$ cat config.mk
export PLATFORM = sky130hd
export DESIGN_NAME = fmap_stream_source
export DESIGN_NICKNAME = d
export VERILOG_FILES = /design/src/rtl/fmap_stream_pkg.sv /design/src/rtl/fmap_raster_counter.sv /design/src/rtl/fmap_stream_source.sv
export SDC_FILE = /design/constraint.sdc
export NUM_CORES = 1
export LEC_CHECK = 0
export CAP_MARGIN = 20
export CORE_MARGIN = 2
export CORE_UTILIZATION = 35
export DETAILED_ROUTE_END_ITERATION = 6
export PLACE_DENSITY = 0.78
export RECOVER_POWER = 25
export SLEW_MARGIN = 25
export SYNTH_ARGS = -nofsm -noshare
export SYNTH_HDL_FRONTEND = slang
export SYNTH_SLANG_ARGS = --single-unit
$ cat constraint.sdc
create_clock -name i_clk -period 3.83 [get_ports i_clk]
set_clock_uncertainty 0.2 [all_clocks]
set_input_delay 0.766 -clock i_clk [delete_from_list [all_inputs] [get_ports i_clk]]
set_output_delay 0.766 -clock i_clk [all_outputs]
set_load 0.03 [all_outputs]
$ cat src/rtl/fmap_stream_pkg.sv
// ---------------------------------------------------------------------------
// fmap_stream_pkg
//
// Shared definitions for the feature-map stream source.
//   state_t   : FSM states of the streamer (IDLE, READ, GAP, DRAIN, FLUSH)
//   cntWidth  : width for the raster / gap counters, sized so the largest of
//               NW, NH and ROW_GAP+1 distinct values fits (never below 1 bit)
// ---------------------------------------------------------------------------
package fmap_stream_pkg;

   typedef enum logic [2:0] {
      ST_IDLE,
      ST_READ,
      ST_GAP,
      ST_DRAIN,
      ST_FLUSH
   } state_t;

   // ceil(log2(max(nw, nh, rowGap+1))), clamped to at least one bit so a
   // degenerate 1x1 frame with no gap still yields a legal vector width.
   function automatic int cntWidth(input int nw, input int nh, input int rowGap);
      int m;
      int w;
      m = nw;
      if (nh > m) begin
         m = nh;
      end
      if ((rowGap + 1) > m) begin
         m = rowGap + 1;
      end
      w = 0;
      while ((1 << w) < m) begin
         w = w + 1;
      end
      if (w < 1) begin
         w = 1;
      end
      return w;
   endfunction

endpackage

$ cat src/rtl/fmap_raster_counter.sv
// ---------------------------------------------------------------------------
// fmap_raster_counter
//
// Raster position tracker for one NW x NH feature map. Holds the column (x),
// row (y) and a running read address that advances by one per issued read,
// so no multiplier is needed for base + y*NW + x.
//
// Ports:
//   i_clk        clock, rising edge
//   i_rst        asynchronous active-high reset
//   i_load       restart the raster at (0,0) with address i_base
//   i_step       one read was issued at the current position
//   i_base       frame base address
//   o_addr       registered address of the current position
//   o_row_end    current position is the last column of a row
//   o_frame_end  current position is the last pixel of the frame
// ---------------------------------------------------------------------------
module fmap_raster_counter
   import fmap_stream_pkg::*;
#(
   parameter int NW = 32,
   parameter int NH = 32,
   parameter int AW = 10
)
(
   input  logic          i_clk,
   input  logic          i_rst,
   input  logic          i_load,
   input  logic          i_step,
   input  logic [AW-1:0] i_base,
   output logic [AW-1:0] o_addr,
   output logic          o_row_end,
   output logic          o_frame_end
);

   localparam int CW = cntWidth(NW, NH, 0);
   localparam logic [CW-1:0] X_LAST = CW'(NW - 1);
   localparam logic [CW-1:0] Y_LAST = CW'(NH - 1);

   logic [CW-1:0] r_x;
   logic [CW-1:0] r_y;
   logic [AW-1:0] r_addr;

   assign o_addr      = r_addr;
   assign o_row_end   = (r_x == X_LAST);
   assign o_frame_end = o_row_end && (r_y == Y_LAST);

   // Position and address advance together on every issued read. The address
   // simply wraps modulo 2^AW, so a frame placed near the top of memory
   // continues from address 0 without any special handling.
   always_ff @(posedge i_clk or posedge i_rst) begin
      if (i_rst) begin
         r_x    <= '0;
         r_y    <= '0;
         r_addr <= '0;
      end else if (i_load) begin
         r_x    <= '0;
         r_y    <= '0;
         r_addr <= i_base;
      end else if (i_step) begin
         r_addr <= r_addr + AW'(1);
         if (o_row_end) begin
            r_x <= '0;
            if (!o_frame_end) begin
               r_y <= r_y + CW'(1);
            end
         end else begin
            r_x <= r_x + CW'(1);
         end
      end
   end

endmodule

$ cat src/rtl/fmap_stream_source.sv
// ---------------------------------------------------------------------------
// fmap_stream_source
//
// Streams one NW x NH feature map out of a 1-cycle-latency SRAM as a
// valid/D pixel stream toward the line-buffer window generator, inserting
// ROW_GAP idle cycles between rows and closing each frame with a one-cycle
// flush/done pulse.
//
// Ports:
//   i_clk        clock, rising edge
//   i_rst        asynchronous active-high reset
//   i_start      frame start request, honoured only in IDLE
//   i_base_addr  frame base address, captured when start is accepted
//   i_pause      hold off new memory reads (ignored during row gaps)
//   o_busy       frame in progress (any state other than IDLE)
//   o_done       one-cycle end-of-frame pulse, coincident with o_flush
//   o_mem_addr   SRAM read address (registered)
//   o_mem_ren    SRAM read enable
//   i_mem_rdata  SRAM read data, valid the cycle after o_mem_ren
//   o_valid      pixel valid toward the line buffer
//   o_flush      end-of-frame flush toward the line buffer
//   o_d          pixel data, forced to zero whenever o_valid is low
// ---------------------------------------------------------------------------
module fmap_stream_source
   import fmap_stream_pkg::*;
#(
   parameter int BITWIDTH = 8,
   parameter int NFMAPS   = 3,
   parameter int NW       = 32,
   parameter int NH       = 32,
   parameter int AW       = 10,
   parameter int ROW_GAP  = 1
)
(
   input  logic                         i_clk,
   input  logic                         i_rst,
   input  logic                         i_start,
   input  logic [AW-1:0]                i_base_addr,
   input  logic                         i_pause,
   output logic                         o_busy,
   output logic                         o_done,
   output logic [AW-1:0]                o_mem_addr,
   output logic                         o_mem_ren,
   input  logic [NFMAPS*BITWIDTH-1:0]   i_mem_rdata,
   output logic                         o_valid,
   output logic                         o_flush,
   output logic [NFMAPS*BITWIDTH-1:0]   o_d
);

   localparam int GW = cntWidth(NW, NH, ROW_GAP);
   localparam logic [GW-1:0] GAP_LAST = (ROW_GAP > 0) ? GW'(ROW_GAP - 1) : '0;

   state_t        r_state;
   state_t        w_next;
   logic [GW-1:0] r_gap;
   logic          r_valid;
   logic          w_load;
   logic          w_step;
   logic          w_rowEnd;
   logic          w_frameEnd;

   // Raster bookkeeping lives in its own block; the FSM only tells it when a
   // frame is (re)loaded and when a read has actually gone out.
   fmap_raster_counter #(
      .NW (NW),
      .NH (NH),
      .AW (AW)
   ) u_raster (
      .i_clk       (i_clk),
      .i_rst       (i_rst),
      .i_load      (w_load),
      .i_step      (w_step),
      .i_base      (i_base_addr),
      .o_addr      (o_mem_addr),
      .o_row_end   (w_rowEnd),
      .o_frame_end (w_frameEnd)
   );

   // State register. Reset is asynchronous so a mid-frame reset drops every
   // control output in the same cycle.
   always_ff @(posedge i_clk or posedge i_rst) begin
      if (i_rst) begin
         r_state <= ST_IDLE;
      end else begin
         r_state <= w_next;
      end
   end

   // Next-state logic. A read is issued only in READ with pause low, and the
   // row/frame transitions are tied to that issued read, so a pause on the
   // last pixel of a row simply postpones the whole transition.
   always_comb begin
      w_next = r_state;
      w_load = 1'b0;
      w_step = 1'b0;
      case (r_state)
         ST_IDLE: begin
            if (i_start) begin
               w_load = 1'b1;
               w_next = ST_READ;
            end
         end
         ST_READ: begin
            if (!i_pause) begin
               w_step = 1'b1;
               if (w_rowEnd) begin
                  if (w_frameEnd) begin
                     w_next = ST_DRAIN;
                  end else if (ROW_GAP > 0) begin
                     w_next = ST_GAP;
                  end
               end
            end
         end
         ST_GAP: begin
            if (r_gap == GAP_LAST) begin
               w_next = ST_READ;
            end
         end
         ST_DRAIN: begin
            w_next = ST_FLUSH;
         end
         ST_FLUSH: begin
            w_next = ST_IDLE;
         end
         default: begin
            w_next = ST_IDLE;
         end
      endcase
   end

   // Gap cycle counter: runs only while in GAP and is held at zero otherwise,
   // so each gap starts counting from a clean value.
   always_ff @(posedge i_clk or posedge i_rst) begin
      if (i_rst) begin
         r_gap <= '0;
      end else if (r_state == ST_GAP) begin
         r_gap <= r_gap + GW'(1);
      end else begin
         r_gap <= '0;
      end
   end

   // valid tracks the SRAM's one-cycle read latency: it is the read enable
   // delayed by one cycle, so it lines up with the returned data.
   always_ff @(posedge i_clk or posedge i_rst) begin
      if (i_rst) begin
         r_valid <= 1'b0;
      end else begin
         r_valid <= w_step;
      end
   end

   assign o_mem_ren = w_step;
   assign o_valid   = r_valid;
   assign o_d       = r_valid ? i_mem_rdata : '0;
   assign o_busy    = (r_state != ST_IDLE);
   assign o_flush   = (r_state == ST_FLUSH);
   assign o_done    = (r_state == ST_FLUSH);

endmodule

==> results of run 1 <==
cells by family after synthesis:
group	after synthesis
DFF	29
xor gates and xnor gates	15
AOI/OAI and AO/OA	20
adders and majority gates	8
and+or+nand+nor	92
muxes	4
buffers and inverters	16
cell type report:
type                       instances  area share
inverter                           6    0.008592
tap                               67     0.03198
multi-input combinational        139      0.3504
timing repair buffer              80      0.2993
clock buffer                       7     0.03294
sequential                        29      0.2769
stage by stage:
step	worst slack (ps)	hold WS, ps	power [W]	util
6_report	795.8	277.3	0.001376	0.5550
3_3_place_gp	811.3	266.4	0.001120	0.5375
3_5_place_dp	784.9	272.5	0.001136	0.5375
5_1_grt	759.2	304.1	0.001482	0.5550
2_1_floorplan	1226	250.5	0.0008735	-
4_1_cts	785.8	280.8	0.001394	0.5558
power by group:
part           switching (W)  total [W]  internal, W
Clock               0.000113   0.000255     0.000142
Sequential          0.000110   0.000501     0.000391
Combinational       0.000332   0.000619     0.000287
path summary, 6_finish.rpt:
kind                             from                 end  slack, ps
min                          r_gap[0]            r_gap[0]        280
max                           i_pause           o_mem_ren        800
max in group asynchronous       i_rst  u_raster.o_addr[8]       1260
min in group asynchronous       i_rst            r_gap[2]       1260
max reg2reg                r_state[1]  u_raster.o_addr[9]       1560
min reg2reg                  r_gap[0]            r_gap[0]        280
cells in the final DEF (no fill, tap or decap), types with 2 or more instances in the layout:
cell / instances
buf_4: 4
nand2_1: 19
nand3b_1: 4
clkdlybuf4s50_1: 74
dfrtp_1: 29
xnor2_1: 6
mux2i_1: 3
ha_1: 8
nor3b_1: 2
clkbuf_8: 6
nand4_1: 4
o21ai_0: 11
clkbuf_1: 2
and3_1: 2
or4b_4: 2
and2_1: 24
a21oi_1: 6
nand3_1: 6
nor3_1: 6
nor2_1: 11
xor2_1: 9
inv_1: 6
flip-flops by register name, indices dropped and copies added (netlist names):
name             cells
u_raster.r_x         5
r_state              3
u_raster.o_addr     10
u_raster.r_y         5
r_gap                5
o_valid              1
critical path, stage by stage:
cell	delay [ps]
clkdlybuf4s50_1	420
or4b_4	600
inv_1	110
buf_4	160
metal layers:
| layer | track usage | routed length [um] |
|---|---|---|
| met1 | 0.1638 | 1553 |
| met2 | 0.2579 | 1809 |
| met3 | 0.06504 | 449 |
| met4 | 0.04848 | 47 |
| met5 | 0 | 0 |
==> summary.md, run 1 <==
| Metric | Value |
|---|---|
| Status | finished, violations left |
| Failing checks | max-capacitance violations, max-slew violations |
| Post-Syn Area per Cell | 9.336 um^2 |
| Synth top area cells | dfrtp_1 (42%), and2_1 (9.1%), ha_1 (5.8%) |
| Gpl congestion | 0.7958 |
| Mux cell area share after synthesis | 0.02403 |
| Top_reg_cell synth | dfrtp_1 |
| Post-synthesis compound-gate area fraction | 0.06264 |
| Async SR Flop Fraction | 1.000 |
| Largest family of logic cells by synthesized area | simple AND/OR/NAND/NOR gates |
| Gr ovfl total | 0 |
| Io pins | 77 |
| EDFF count, synth | 0 |
| Reg2Reg Depth | 4 |
| Routed Wire Length | 3.860 mm |
| Largest net degree at the start of global routing | 30 |
| Initial Util | 0.3637 |
| Leakage Power | 1.102 nW |
| # fillers | 437 |
| Core ar. | 4723 um^2 |
| Startpoint type of the worst setup path | primary input |
| TritonCTS clock tree | built |
| Total number of vias | 1548 |
| Vias in the first global route | 1452 |
| Synth Area in XOR/XNOR | 0.07647 |
| Setup crit end kind | output pin |
| Die area | 5485 um^2 |
| Fin crit share | 0.7922 |
| Netlist Area Pre-Place | 1718 um^2 |
| CTS Sinks | 29 |
| Inserted Diodes | 0 |
| Initial antenna violation count | 0 |
| Syn Nets | 230 |
| Crit-path max FO | 14 |
| Worst-skew pair later-pin latency | 280 ps |
| Combined area of the multi-input logic cells | 918.4 um^2 |
| DIE HEIGHT | 74.06 um |
| Peak Freq | 329.6 MHz |
| Required time worst endpoint | 2860 ps |
| Detail Placement HPWL | 3.052 mm |
| Most frequent cells after synthesis | dfrtp_1 (29), and2_1 (25), nand2_1 (19), nor2_1 (11), o21ai_0 (11) |
| Final Net Count | 307 |
| Slew Viols, Final | 30 |
| Std-Cell Rows | 25 |
| Post-synth top area cell | dfrtp_1 |
| Final TNS setup | 0 ps |
| Slew headroom | -0.04233 |
| Share of cells above drive strength 1 | 0.06897 |
| Router iterations before antenna repair | 2 |
| Flops & latches, synth | 29 |
| # setup viols final | 0 |
| Post-CTS sizing | 0 |
| Average vias per placed instance | 4.720 |
| Final worst path period need | 3034 ps |
| Antenna-violating nets left | 0 |
| Hold Buf Count CTS | 0 |
| Area Overhead vs Synth | 52.59% |
| FF/Latch Area | 725.7 um^2 |
| Max clock buf depth | 2 |
| Setup Fix Bufs, Post-CTS | 0 |
| Synthesis Warnings | 0 |
| First-pass GRT wire length | 6.368 mm |
| Post-Synth Adder-Cell Area | 0.05827 |
| Placed Instance Area | 2539 um^2 |
| Overall routing resource usage | 0.1488 |
| Crit path kind | in2out |
| Placed cell count | 321 |
| VDD IR max | 245.5 uV |
| HP Class | reg2reg |
| DR DRC count | 0 |
| Max H-tree Level | 2 |
| CTS Buf Count | 5 |
| Synth unique cells | 36 |
| Die width | 74.06 um |
| Hold Crit Depth | 1 |
| Drt initial violations | 88 |
| CTS Root Cell | clkbuf_8 |
| Post-synthesis sequential area ratio | 0.4224 |
| Final Instance Area | 2621 um^2 |
| Final Non-Filler Cells | 328 |
| Worst-path clk slew | 60 ps |
| Area share of the largest cell type after synthesis | 0.4224 |
| Avg WL per Cell | 11.77 um |
| PwrDens | 525.0 nW/um^2 |
| RSZ-0062 raised after global routing | no |
| Worst path arrival time | 2070 ps |
| Simple-gate share of the synthesized area | 0.3132 |
| Post-Synthesis Cells | 184 |
| Max Cap Viol | 1 |
| Worst Tran Pin Value | 1563 ps |
| Most repeated cell in the gate-level netlist after synthesis | dfrtp_1 |
| Buffers added on ports | 76 |
| Fin. Hold Viols | 0 |
Power figures use the tool's default switching activity.
==> run 2: changes to the inputs <==
Clock period 3.83 ns to 3 ns, I/O delays scaled along.
==> run 2 against run 1 <==
The flow still finishes with violations (max-capacitance violations, max-slew violations). Hold slack better by 8.0 ps. Worst setup slack got worse by 500 ps. Design area increased by 0.86%. Power increased by 34%. Clock power rose by 63%. Sequential power grew 28%. Register-to-register slack lost 810 ps. Non-clock buffer count fell by 1. Die area stayed put. Cell count did not move.
==> summary.md, run 2 (synthesized netlist as in run 1, its figures left out) <==
| Metric | Value |
|---|---|
| Worst-skew pair later-pin latency | 280 ps |
| Slew headroom | -0.04003 |
| Inserted Diodes | 0 |
| Die width | 74.06 um |
| CTS Root Cell | clkbuf_8 |
| Core ar. | 4723 um^2 |
| PwrDens | 697.7 nW/um^2 |
| Hold WS | 285.3 ps |
| Worst Tran Pin Value | 1560 ps |
| Std-Cell Rows | 25 |
| Drt initial violations | 38 |
| Slew Viols, Final | 30 |
| # setup viols final | 0 |
| Overall routing resource usage | 0.1383 |
| Setup crit end kind | output pin |
| Final worst path period need | 2709 ps |
| HP Class | reg2reg |
| Failing checks | max-capacitance violations, max-slew violations |
| Fin crit share | 0.9030 |
| FF/Latch Area | 725.7 um^2 |
| Die area | 5485 um^2 |
| Total number of vias | 1532 |
| Io pins | 77 |
| Combined area of the multi-input logic cells | 918.4 um^2 |
| Largest net degree at the start of global routing | 30 |
| Setup Fix Bufs, Post-CTS | 0 |
| Router iterations before antenna repair | 4 |
| Worst path arrival time | 1910 ps |
| Detail Placement HPWL | 2.883 mm |
| Final TNS setup | 0 ps |
| CTS Sinks | 29 |
| Worst-path clk slew | 60 ps |
| Crit-path max FO | 14 |
| Required time worst endpoint | 2200 ps |
| TritonCTS clock tree | built |
| Initial Util | 0.3637 |
| Status | finished, violations left |
| Leakage Power | 1.112 nW |
| # fillers | 422 |
| Max reg flops | 10 |
| CTS Buf Count | 5 |
| Hold Buf Count CTS | 0 |
| Max Cap Viol | 1 |
| VDD IR max | 225.7 uV |
| Commonest non-fill, non-tap cell in the layout | clkdlybuf4s50_1 |
| Peak Freq | 369.1 MHz |
| Average vias per placed instance | 4.671 |
| First-pass GRT wire length | 5.761 mm |
| Share of cells above drive strength 1 | 0.06897 |
| Max clock buf depth | 2 |
| Max H-tree Level | 2 |
| Placed cell count | 320 |
| Antenna-violating nets left | 0 |
| Final worst slack | 291.0 ps |
| Final Non-Filler Cells | 328 |
| Post-CTS sizing | 0 |
| RSZ-0062 raised after global routing | no |
| Vias in the first global route | 1319 |
| Gr ovfl total | 0 |
| Routed Wire Length | 3.817 mm |
| Area Overhead vs Synth | 53.90% |
| Initial antenna violation count | 0 |
| Dpl ws | 273.8 ps |
| Fin. Hold Viols | 0 |
| DIE HEIGHT | 74.06 um |
| Startpoint type of the worst setup path | primary input |
| Final Net Count | 306 |
| Gpl congestion | 0.7741 |
| Avg WL per Cell | 11.64 um |
| DR DRC count | 0 |
| Crit path kind | in2out |
| Buffers added on ports | 76 |
| Commonest non-fill, non-tap cells in the layout | clkdlybuf4s50_1 (74), dfrtp_1 (29), and2_1 (25), nand2_1 (19) |
-- run 2: metal layers --
layer | vias up | track usage | wire length (um)
met2 | 70 | 0.2282 | 1737
met1 | 682 | 0.1543 | 1590
met3 | 5 | 0.06640 | 433
met5 | - | 0 | 0
li1 | 775 | - | -
met4 | 0 | 0.05455 | 56
-- run 2: power by group --
| group | leakage, nW | internal (W) | switching [W] |
|---|---|---|---|
| Sequential | 0.374 | 0.000499 | 0.000142 |
| Clock | 0.0585 | 0.000270 | 0.000144 |
| Combinational | 0.679 | 0.000366 | 0.000422 |
| Total | 1.11 | 0.00114 | 0.000708 |
-- run 2: worst paths after layout --
path | start | to | slack (ps) | depth (start not counted)
setup / recovery | i_pause | o_mem_ren | 290 | 4
hold / removal | r_gap[0] | r_gap[0] | 290 | 1
setup reg to reg | r_state[1] | u_raster.r_y[3] | 750 | 4
hold reg to reg | r_gap[0] | r_gap[0] | 290 | 1
max in group asynchronous | i_rst | r_gap[1] | 600 | 3
min in group asynchronous | i_rst | r_gap[2] | 1090 | 3
-- run 2: final cells by class --
cell class	count	area share
flip-flops and latches	29	0.2745
multi-input cells	139	0.3474
well taps	67	0.03171
clock buffers	7	0.03265
clock inverters	1	0.01136
repair buffers	79	0.2939
inverters	6	0.008519
-- run 2: worst max-delay path, cell delays in order --
cell and delay [ps]:
clkdlybuf4s50_1 430, or4b_4 600, inv_1 110, buf_4 160
-- run 2: stage by stage --
step / instance area [um^2] / total power (W) / util
after floorplan: 1718 / 0.001115 / -
after global placement: 2531 / 0.001427 / 0.5359
after detailed placement: 2531 / 0.001441 / 0.5359
after CTS: 2648 / 0.001868 / 0.5605
after global routing: 2644 / 0.001960 / 0.5597
final: 2644 / 0.001845 / 0.5597
==> run 3: changes to the inputs <==
Settings changed: MAX_ROUTING_LAYER set to met4.
==> run 3 against run 2 <==
The run still ends with max-capacitance violations, max-slew violations left. Flip-flop and latch count unchanged. Combinational power hardly changed. First-iteration DRC count unchanged. Largest power group unchanged.
==> summary.md, run 3 (synthesized netlist as in run 1, its figures left out) <==
| Metric | Value |
|---|---|
| Status | finished, violations left |
| Failing checks | max-capacitance violations, max-slew violations |
| Io pins | 77 |
| Wire length on met2 | 1.736 mm |
| Worst-skew pair later-pin latency | 280 ps |
| Gr ovfl total | 0 |
| # setup viols final | 0 |
| Setup crit start | i_pause |
| RSZ-0062 raised after global routing | no |
| Max reg flops | 10 |
| CTS Root Cell | clkbuf_8 |
| Worst path arrival time | 1910 ps |
| Total number of vias | 1532 |
| TritonCTS clock tree | built |
| Worst-path clk slew | 60 ps |
| Total power | 0.001845 W |
| First-pass GRT wire length | 5.761 mm |
| Peak Freq | 369.1 MHz |
| Max Cap Viol | 1 |
| Routed Wire Length | 3.815 mm |
| Gpl congestion | 0.7847 |
| Final Instance Area | 2644 um^2 |
| Leakage Power | 1.112 nW |
| Hold Buf Count CTS | 0 |
| Inserted Diodes | 0 |
| Startpoint type of the worst setup path | primary input |
| Initial antenna violation count | 0 |
| PwrDens | 697.7 nW/um^2 |
| Largest net degree at the start of global routing | 30 |
| Drt initial violations | 38 |
| Router iterations before antenna repair | 4 |
| Setup crit end kind | output pin |
| Hold WS | 285.2 ps |
| Avg WL per Cell | 11.63 um |
| Share of cells above drive strength 1 | 0.06897 |
| Buffers added on ports | 76 |
| R2r setup slk | 750 ps |
| DR DRC count | 0 |
| VDD IR max | 225.7 uV |
| Post-CTS sizing | 0 |
| Max clock buf depth | 2 |
| Die area | 5485 um^2 |
| Fin. Hold Viols | 0 |
| Initial Util | 0.3637 |
| HP Class | reg2reg |
| DIE HEIGHT | 74.06 um |
| Placed Instance Area | 2531 um^2 |
| Final worst path period need | 2709 ps |
| Die width | 74.06 um |
| Area Overhead vs Synth | 53.90% |
| CTS Buf Count | 5 |
| Overall routing resource usage | 0.1426 |
| Required time worst endpoint | 2200 ps |
| Commonest non-fill, non-tap cell in the layout | clkdlybuf4s50_1 |
| Worst Tran Pin Value | 1560 ps |
| # fillers | 422 |
| Worst hold start | r_gap[0] |
| Crit path kind | in2out |
| Core ar. | 4723 um^2 |
| Met3 Wirelength | 420 um |
| Final TNS setup | 0 ps |
| Critical R2R Launch | r_state[1] |
| Vias in the first global route | 1321 |
| Crit-path max FO | 14 |
| Max H-tree Level | 2 |
| Antenna-violating nets left | 0 |
| M1 WL | 1.602 mm |
| Slew Viols, Final | 30 |
| Std-Cell Rows | 25 |
| Average vias per placed instance | 4.671 |
| CTS Sinks | 29 |
| Max layer used | met4 |
| Commonest non-fill, non-tap cells in the layout | clkdlybuf4s50_1 (74), dfrtp_1 (29), and2_1 (25), nand2_1 (19) |
| Final Net Count | 306 |
| Fin crit share | 0.9030 |
| Detail Placement HPWL | 2.883 mm |
| Slew headroom | -0.04017 |
| Setup Fix Bufs, Post-CTS | 0 |
-- run 3: cell counts in the layout (fill, tap and decap cells not counted) --
Identical to the previous run, type by type.
-- run 3: worst paths after layout --
kind                                   end  cells past startpoint
min                               r_gap[0]                      1
max reg2reg                u_raster.r_y[3]                      4
min in group asynchronous         r_gap[2]                      3
max in group asynchronous         r_gap[1]                      3
max                              o_mem_ren                      4
min reg2reg                       r_gap[0]                      1
-- run 3: power by group --
| group | internal (W) | total (W) | switching [W] |
|---|---|---|---|
| Sequential | 0.000499 | 0.000642 | 0.000142 |
| Clock | 0.000270 | 0.000415 | 0.000144 |
| Combinational | 0.000366 | 0.000788 | 0.000422 |
-- run 3: per-layer routing --
layer	global-route usage	vias up
met4	0.05455	0
met1	0.1560	682
met3	0.06369	5
met2	0.2282	70
met5	-	-
li1	-	775
-- run 3: worst max-delay path, stage by stage --
cell and delay [ps]:
clkdlybuf4s50_1 430, or4b_4 600, inv_1 110, buf_4 160
-- run 3: layout make-up --
cell class                 instances  area (um^2)  share of cell area
timing repair buffer              79        777.0              0.2939
tap                               67        83.83             0.03171
clock inverter                     1        30.03             0.01136
clock buffer                       7        86.33             0.03265
multi-input combinational        139        918.4              0.3474
sequential                        29        725.7              0.2745
inverter                           6        22.52            0.008519
-- run 3: through the flow --
step	utilization	std cells	setup WS [ps]
final	0.5597	328	291.0
after global placement	0.5359	320	298.4
after CTS	0.5605	328	285.9
after detailed placement	0.5359	320	273.8
after global routing	0.5597	328	214.8
after floorplan	-	184	561.6
